### src/rtl/hsv_core_pkg.sv
// rtl/hsv_core_pkg.sv - shared types and constants for the hsv core memory issue path
package hsv_core_pkg;

  // Issue controller modes: normal issue, or waiting for flushed work to retire
  typedef enum logic {
    RUN   = 1'b0,
    DRAIN = 1'b1
  } mem_issue_state_t;

  // Default in-flight transaction limit for the memory bus
  localparam int HSV_MEM_MAX_OUTSTANDING = 4;

  // Requester slots on the shared request channel
  localparam int MEM_REQ_LOAD  = 0;
  localparam int MEM_REQ_STORE = 1;

  // Index width for n requesters, never narrower than one bit
  function automatic int idx_width(input int n);
    return (n > 1) ? $clog2(n) : 1;
  endfunction

endpackage

### src/rtl/hsv_core_mem_rr_arbiter.sv
// rtl/hsv_core_mem_rr_arbiter.sv - round-robin (or fixed-priority with HSV_CORE_MEM_FIXED_PRIO_EN) grant with lock override
module hsv_core_mem_rr_arbiter
  import hsv_core_pkg::*;
#(
  parameter int NUM_REQ = 2,
  parameter int IDX_W   = idx_width(NUM_REQ)
) (
  input  logic [NUM_REQ-1:0] i_req,
  input  logic [IDX_W-1:0]   i_ptr,
  input  logic               i_lock,
  input  logic [IDX_W-1:0]   i_lock_idx,
  output logic [NUM_REQ-1:0] o_grant,
  output logic [IDX_W-1:0]   o_idx
);

  int               w_best;
  int               w_dist;
  logic [IDX_W-1:0] w_idx;

`ifdef HSV_CORE_MEM_FIXED_PRIO_EN
  logic w_unused_ptr;
  assign w_unused_ptr = ^i_ptr;
`endif

  // Pick the valid requester closest to the start point; a held grant overrides the search
  always_comb begin
    w_best = NUM_REQ;
    w_dist = 0;
    w_idx  = '0;
    for (int i = 0; i < NUM_REQ; i++) begin
      if (i_req[i]) begin
`ifdef HSV_CORE_MEM_FIXED_PRIO_EN
        w_dist = i;
`else
        w_dist = (i >= int'(i_ptr)) ? (i - int'(i_ptr)) : (i + NUM_REQ - int'(i_ptr));
`endif
        if (w_dist < w_best) begin
          w_best = w_dist;
          w_idx  = IDX_W'(i);
        end
      end
    end
    if (i_lock) begin
      w_idx = i_lock_idx;
    end
  end

  assign o_idx   = w_idx;
  assign o_grant = (|i_req) ? (NUM_REQ'(1) << w_idx) : '0;

endmodule

### src/rtl/hsv_core_mem_issue_ctrl.sv
// rtl/hsv_core_mem_issue_ctrl.sv - shared memory bus issue control with outstanding throttle and flush drain (option: HSV_CORE_MEM_FIXED_PRIO_EN)
module hsv_core_mem_issue_ctrl
  import hsv_core_pkg::*;
#(
  parameter int  NUM_REQ         = 2,
  parameter int  PAYLOAD_W       = 64,
  parameter int  MAX_OUTSTANDING = HSV_MEM_MAX_OUTSTANDING,
  localparam int CNT_IDX_W       = idx_width(NUM_REQ),
  localparam int OUT_W           = $clog2(MAX_OUTSTANDING + 1)
) (
  input  logic                         clk_core,
  input  logic                         rst_core_n,
  input  logic [NUM_REQ-1:0]           req_valid,
  input  logic [NUM_REQ*PAYLOAD_W-1:0] req_data,
  output logic [NUM_REQ-1:0]           req_ready,
  output logic                         bus_valid,
  input  logic                         bus_ready,
  output logic [PAYLOAD_W-1:0]         bus_data,
  output logic [CNT_IDX_W-1:0]         bus_sel,
  input  logic                         rsp_valid,
  output logic                         rsp_drop,
  input  logic                         flush,
  output logic [OUT_W-1:0]             outstanding,
  output logic                         drained
);

  mem_issue_state_t     r_state;
  mem_issue_state_t     w_state_nxt;
  logic [OUT_W-1:0]     r_outstanding;
  logic [OUT_W-1:0]     w_out_nxt;
  logic                 r_lock;
  logic [CNT_IDX_W-1:0] r_lock_idx;
  logic [CNT_IDX_W-1:0] w_ptr;
  logic [CNT_IDX_W-1:0] w_idx;
  logic [NUM_REQ-1:0]   w_grant;
  logic                 w_can_issue;
  logic                 w_bus_valid;
  logic                 w_fire;
  logic                 w_rsp_ret;
  logic                 w_rsp_drop;
  logic                 w_drained;
  logic [PAYLOAD_W-1:0] w_bus_data;

  hsv_core_mem_rr_arbiter #(
    .NUM_REQ (NUM_REQ),
    .IDX_W   (CNT_IDX_W)
  ) u_arb (
    .i_req      (req_valid),
    .i_ptr      (w_ptr),
    .i_lock     (r_lock),
    .i_lock_idx (r_lock_idx),
    .o_grant    (w_grant),
    .o_idx      (w_idx)
  );

  // Issue only below the credit limit and never in a flush cycle; reset forces the request low
  assign w_can_issue = (r_outstanding < OUT_W'(MAX_OUTSTANDING)) & ~flush;
  assign w_bus_valid = rst_core_n & (r_state == RUN) & w_can_issue & (|req_valid);
  assign w_fire      = w_bus_valid & bus_ready;
  // A response with nothing in flight is ignored so the count cannot wrap
  assign w_rsp_ret   = rsp_valid & (r_outstanding != '0);

  // Steer the granted requester's payload onto the bus
  always_comb begin
    w_bus_data = '0;
    for (int i = 0; i < NUM_REQ; i++) begin
      if (w_idx == CNT_IDX_W'(i)) begin
        w_bus_data = req_data[i*PAYLOAD_W +: PAYLOAD_W];
      end
    end
  end

  // Net in-flight change: accepted request adds one, retired response removes one
  always_comb begin
    w_out_nxt = r_outstanding;
    if (w_fire && !w_rsp_ret) begin
      w_out_nxt = r_outstanding + 1'b1;
    end else if (!w_fire && w_rsp_ret) begin
      w_out_nxt = r_outstanding - 1'b1;
    end
  end

  // Mode selection and the mode-dependent response/idle flags
  always_comb begin
    w_state_nxt = r_state;
    w_rsp_drop  = 1'b0;
    w_drained   = 1'b0;
    case (r_state)
      RUN: begin
        w_drained = (r_outstanding == '0);
        if (flush && (w_out_nxt != '0)) begin
          w_state_nxt = DRAIN;
        end
      end
      DRAIN: begin
        w_rsp_drop = rsp_valid;
        if (w_out_nxt == '0) begin
          w_state_nxt = RUN;
        end
      end
    endcase
  end

  // Mode register
  always_ff @(posedge clk_core or negedge rst_core_n) begin
    if (!rst_core_n) begin
      r_state <= RUN;
    end else begin
      r_state <= w_state_nxt;
    end
  end

  // In-flight counter; flush leaves it alone because those responses still come back
  always_ff @(posedge clk_core or negedge rst_core_n) begin
    if (!rst_core_n) begin
      r_outstanding <= '0;
    end else begin
      r_outstanding <= w_out_nxt;
    end
  end

  // Hold the grant while the bus stalls an offered request; a flush withdraws it
  always_ff @(posedge clk_core or negedge rst_core_n) begin
    if (!rst_core_n) begin
      r_lock     <= 1'b0;
      r_lock_idx <= '0;
    end else begin
      r_lock     <= w_bus_valid & ~bus_ready;
      r_lock_idx <= w_idx;
    end
  end

`ifndef HSV_CORE_MEM_FIXED_PRIO_EN
  logic [CNT_IDX_W-1:0] r_rr_ptr;

  // Move the round-robin start point just past whoever won the bus
  always_ff @(posedge clk_core or negedge rst_core_n) begin
    if (!rst_core_n) begin
      r_rr_ptr <= '0;
    end else if (w_fire) begin
      r_rr_ptr <= (w_idx == CNT_IDX_W'(NUM_REQ - 1)) ? '0 : (w_idx + 1'b1);
    end
  end

  assign w_ptr = r_rr_ptr;
`else
  assign w_ptr = '0;
`endif

  assign bus_valid   = w_bus_valid;
  assign bus_data    = w_bus_data;
  assign bus_sel     = w_idx;
  assign req_ready   = w_grant & {NUM_REQ{w_fire}};
  assign rsp_drop    = w_rsp_drop;
  assign drained     = w_drained;
  assign outstanding = r_outstanding;

`ifndef SYNTHESIS
  a_no_rsp_underflow: assert property (@(posedge clk_core) disable iff (!rst_core_n)
    !(rsp_valid && (r_outstanding == '0)));
`endif

endmodule

### config.mk
export PLATFORM = sky130hd
export DESIGN_NAME = hsv_core_mem_issue_ctrl
export DESIGN_NICKNAME = d
export VERILOG_FILES = /design/src/rtl/hsv_core_pkg.sv /design/src/rtl/hsv_core_mem_rr_arbiter.sv /design/src/rtl/hsv_core_mem_issue_ctrl.sv
export SDC_FILE = /design/constraint.sdc
export NUM_CORES = 1
export LEC_CHECK = 0
export ABC_AREA = 1
export ABC_CLOCK_PERIOD_IN_PS = 4100
export CAP_MARGIN = 0
export CORE_AREA = 3 3 80 82
export CTS_CLUSTER_DIAMETER = 80
export DETAILED_ROUTE_END_ITERATION = 10
export DIE_AREA = 0 0 83 85
export GPL_TIMING_DRIVEN = 1
export PLACE_DENSITY = 0.81
export SKIP_CTS_REPAIR_TIMING = 1
export SLEW_MARGIN = 10
export SYNTH_ARGS = -nofsm -noshare
export SYNTH_HDL_FRONTEND = slang
export SYNTH_SLANG_ARGS = --single-unit
### constraint.sdc
create_clock -name clk_core -period 4.1 [get_ports clk_core]
set_input_delay 0.41 -clock clk_core [delete_from_list [all_inputs] [get_ports clk_core]]
set_output_delay 0.41 -clock clk_core [all_outputs]
set_load 0.05 [all_outputs]
==> results_dict.tcl <==
set metrics [dict create \
    outcome "finished clean" \
    cts_buffer_depth 2 \
    fin_crit_ns 3.24 \
    post-dp-hpwl_um 5630 \
    diodes 0 \
    async_flop_share_pct 100 \
    drtIter0Drc 35 \
    synth_top_cell_area_share_pct 60.1 \
    critical_path_class "in2out" \
    synthAdderAreaFrac_pct 2.92 \
    core_um2 5820 \
    syn_to_final_growth_pct 168 \
    fmax_mhz 309 \
    setup_viol 0 \
    avgRoutedWirePerCell_um 12.1 \
    rsz0062_at_grt "no" \
    firstDrtPassIters 4 \
    synth_area_leaders "nand2_1 60%, dfrtp_1 14%, inv_1 4.4%" \
    yosys_most_used_dff "dfrtp_1" \
    htreeDepth 1 \
    start_util_pct 22.1 \
    max_slew_margin_pct 41.3 \
    period_share_pct 79.0 \
    rows 28 \
    synth_commonest_cells "206 x nand2_1, 15 x inv_1, 7 x buf_4, 7 x dfrtp_1, 5 x nor2_1" \
    final_cells 544 \
    place_congestion 0.867 \
    vdd_drop_max_uv 265 \
    grtUsageTotal_pct 17.9 \
    ys_ff_latch 7 \
    syn_nets 408 \
    dr_total_vias 2263 \
    power_density_nw_per_um2 430 \
    synth_compound_area_share_pct 2.43 \
    clkLatencyLatePin_ns 0.22 \
    cts_root_buf "clkbuf_8" \
    tightest_slew_ns 0.877 \
    seq_area_frac_synth_pct 13.6 \
    skew_ns 0.000815 \
    drt-total-wl_um 6580 \
    grt_start_max_net_pins 66 \
    overflow 0 \
    route.detailed.drc 0 \
    syn_area_um2 1290 \
    synth_simple_gate_area_share_pct 69.2 \
    vias_per_cell 4.16 \
    die_w_um 83 \
    p_leak_nw 1.69 \
    synth_warnings 0 \
    finalHoldViolations 0 \
    cp-start-kind "primary input" \
    dpl.cell_count 540 \
    tns_ns 0 \
    end_kind "output pin" \
    grt_antenna_before_repair 0 \
    max_cap_viol_count 0 \
    cts_tree "built" \
    synth_top_family_by_area "simple AND/OR/NAND/NOR gates" \
    clock-sinks 7 \
    ys_types 21 \
    synth_mux_area_share_pct 0 \
    die_h_um 85 \
    slew_violations 0 \
    avgSynthCellArea_um2 4.76 \
    syn_inst 270 \
    worstPathRequired_ns 3.69 \
    die-area_um2 7060 \
    pin_count 208 \
    fill_cells 542 \
    drive_gt1_share_pct 4.05 \
    port_buffers 207 \
    yosysMostFrequentCell "nand2_1" \
    synth_edf_count 0 \
    synth_top_area_cell "nand2_1" \
    crit_arrival_ns 2.83 \
    synthXorXnorAreaFrac_pct 0.681 \
    grt_pass1_vias 2198 \
    hold_path_class "in2async" \
    path_max_fanout 65 \
    clk_pin_slew_ns 0.04 \
    hold_slack_ns 0.465 \
    cts_buffers 3 \
    final_antenna_net_count 0 \
    grt_first_pass_wirelength_um 10500 \
    nNetsFinal 608 \
]
[logic make-up (layout without fill, tap and decap cells)]
family | after synthesis | in the layout
buffers and inverters | 30 | 229
and+or+nand+nor | 225 | 225
AOI/OAI and AO/OA | 4 | 4
xor gates and xnor gates | 1 | 1
DFF | 7 | 7
adders and majority gates | 3 | 3
[cell type report]
| type | count | area (µm²) | area share [%] |
|---|---|---|---|
| Clock buffer | 4 | 45.0 | 1.31 |
| Inverter | 16 | 60.1 | 1.74 |
| Multi-Input combinational cell | 233 | 975 | 28.3 |
| Sequential cell | 7 | 175 | 5.09 |
| Tap cell | 75 | 93.8 | 2.73 |
| Timing Repair Buffer | 209 | 2090 | 60.8 |
[power breakdown]
group	leakage, nW	switching [W]	total, W	internal (W)
clock	0.0228	0.0000276	0.0000947	0.0000671
combinational	1.59	0.000809	0.00126	0.000453
sequential	0.0844	0.0000276	0.000124	0.0000959
total	1.69	0.000864	0.00148	0.000616
[state kept, by name, indices dropped and copies added (netlist names)]
| register | count |
|---|---|
| outstanding | 3 |
| r_lock | 1 |
| r_lock_idx | 1 |
| r_rr_ptr | 1 |
| r_state | 1 |
[per-layer routing]
| metal | vias up | part of all wire [%] | GRT usage, % |
|---|---|---|---|
| met1 | 938 | 40 | 20.8 |
| met5 | - | 0 | 0 |
| met4 | 0 | 1.7 | 3.42 |
| li1 | 1197 | - | - |
| met3 | 10 | 8.4 | 4.76 |
| met2 | 118 | 50 | 33.0 |
[metrics by stage]
step | setup WS, ns | utilization, % | total power, W | instance area (µm²)
floorplan | 1.83 | - | 0.000934 | 1290
global placement | 0.855 | 58.4 | 0.00138 | 3400
detailed placement | 0.847 | 58.4 | 0.00140 | 3400
CTS | 0.818 | 59.2 | 0.00150 | 3440
global route | 0.666 | 59.2 | 0.00158 | 3440
finish | 0.863 | 59.2 | 0.00148 | 3440
[layout by cell type (no fill, tap or decap), drive strengths merged]
cell type	instances
ha	3
inv	16
nor3	1
a21oi	1
clkdlybuf4s50	205
xor2	1
o21ai	2
o211ai	1
nor2	9
nand3	4
clkbuf	4
buf	4
dfrtp	7
nand4	3
nand2	208
[worst paths after layout]
| check | from | to | slack [ns] | cells past startpoint |
|---|---|---|---|---|
| min reg2reg | r_rr_ptr | r_rr_ptr | 0.53 | 2 |
| min in group clk_core | r_rr_ptr | r_rr_ptr | 0.53 | 2 |
| max in group asynchronous | rst_core_n | outstanding[1] | 3.38 | 1 |
| max | req_valid[0] | bus_data[8] | 0.86 | 9 |
| min | rst_core_n | r_state | 0.46 | 1 |
| max reg2reg | r_lock_idx | r_rr_ptr | 2.33 | 4 |
[worst max-delay path, cell delays in order]
cell             delay [ns]
clkdlybuf4s50_1        0.47
inv_1                  0.06
o211ai_2               0.18
o21ai_4                0.27
inv_2                  0.15
buf_12                 0.26
nand2_1                0.13
nand2_1                0.08
clkdlybuf4s50_1        0.79
(Power assumes the default switching activity.)
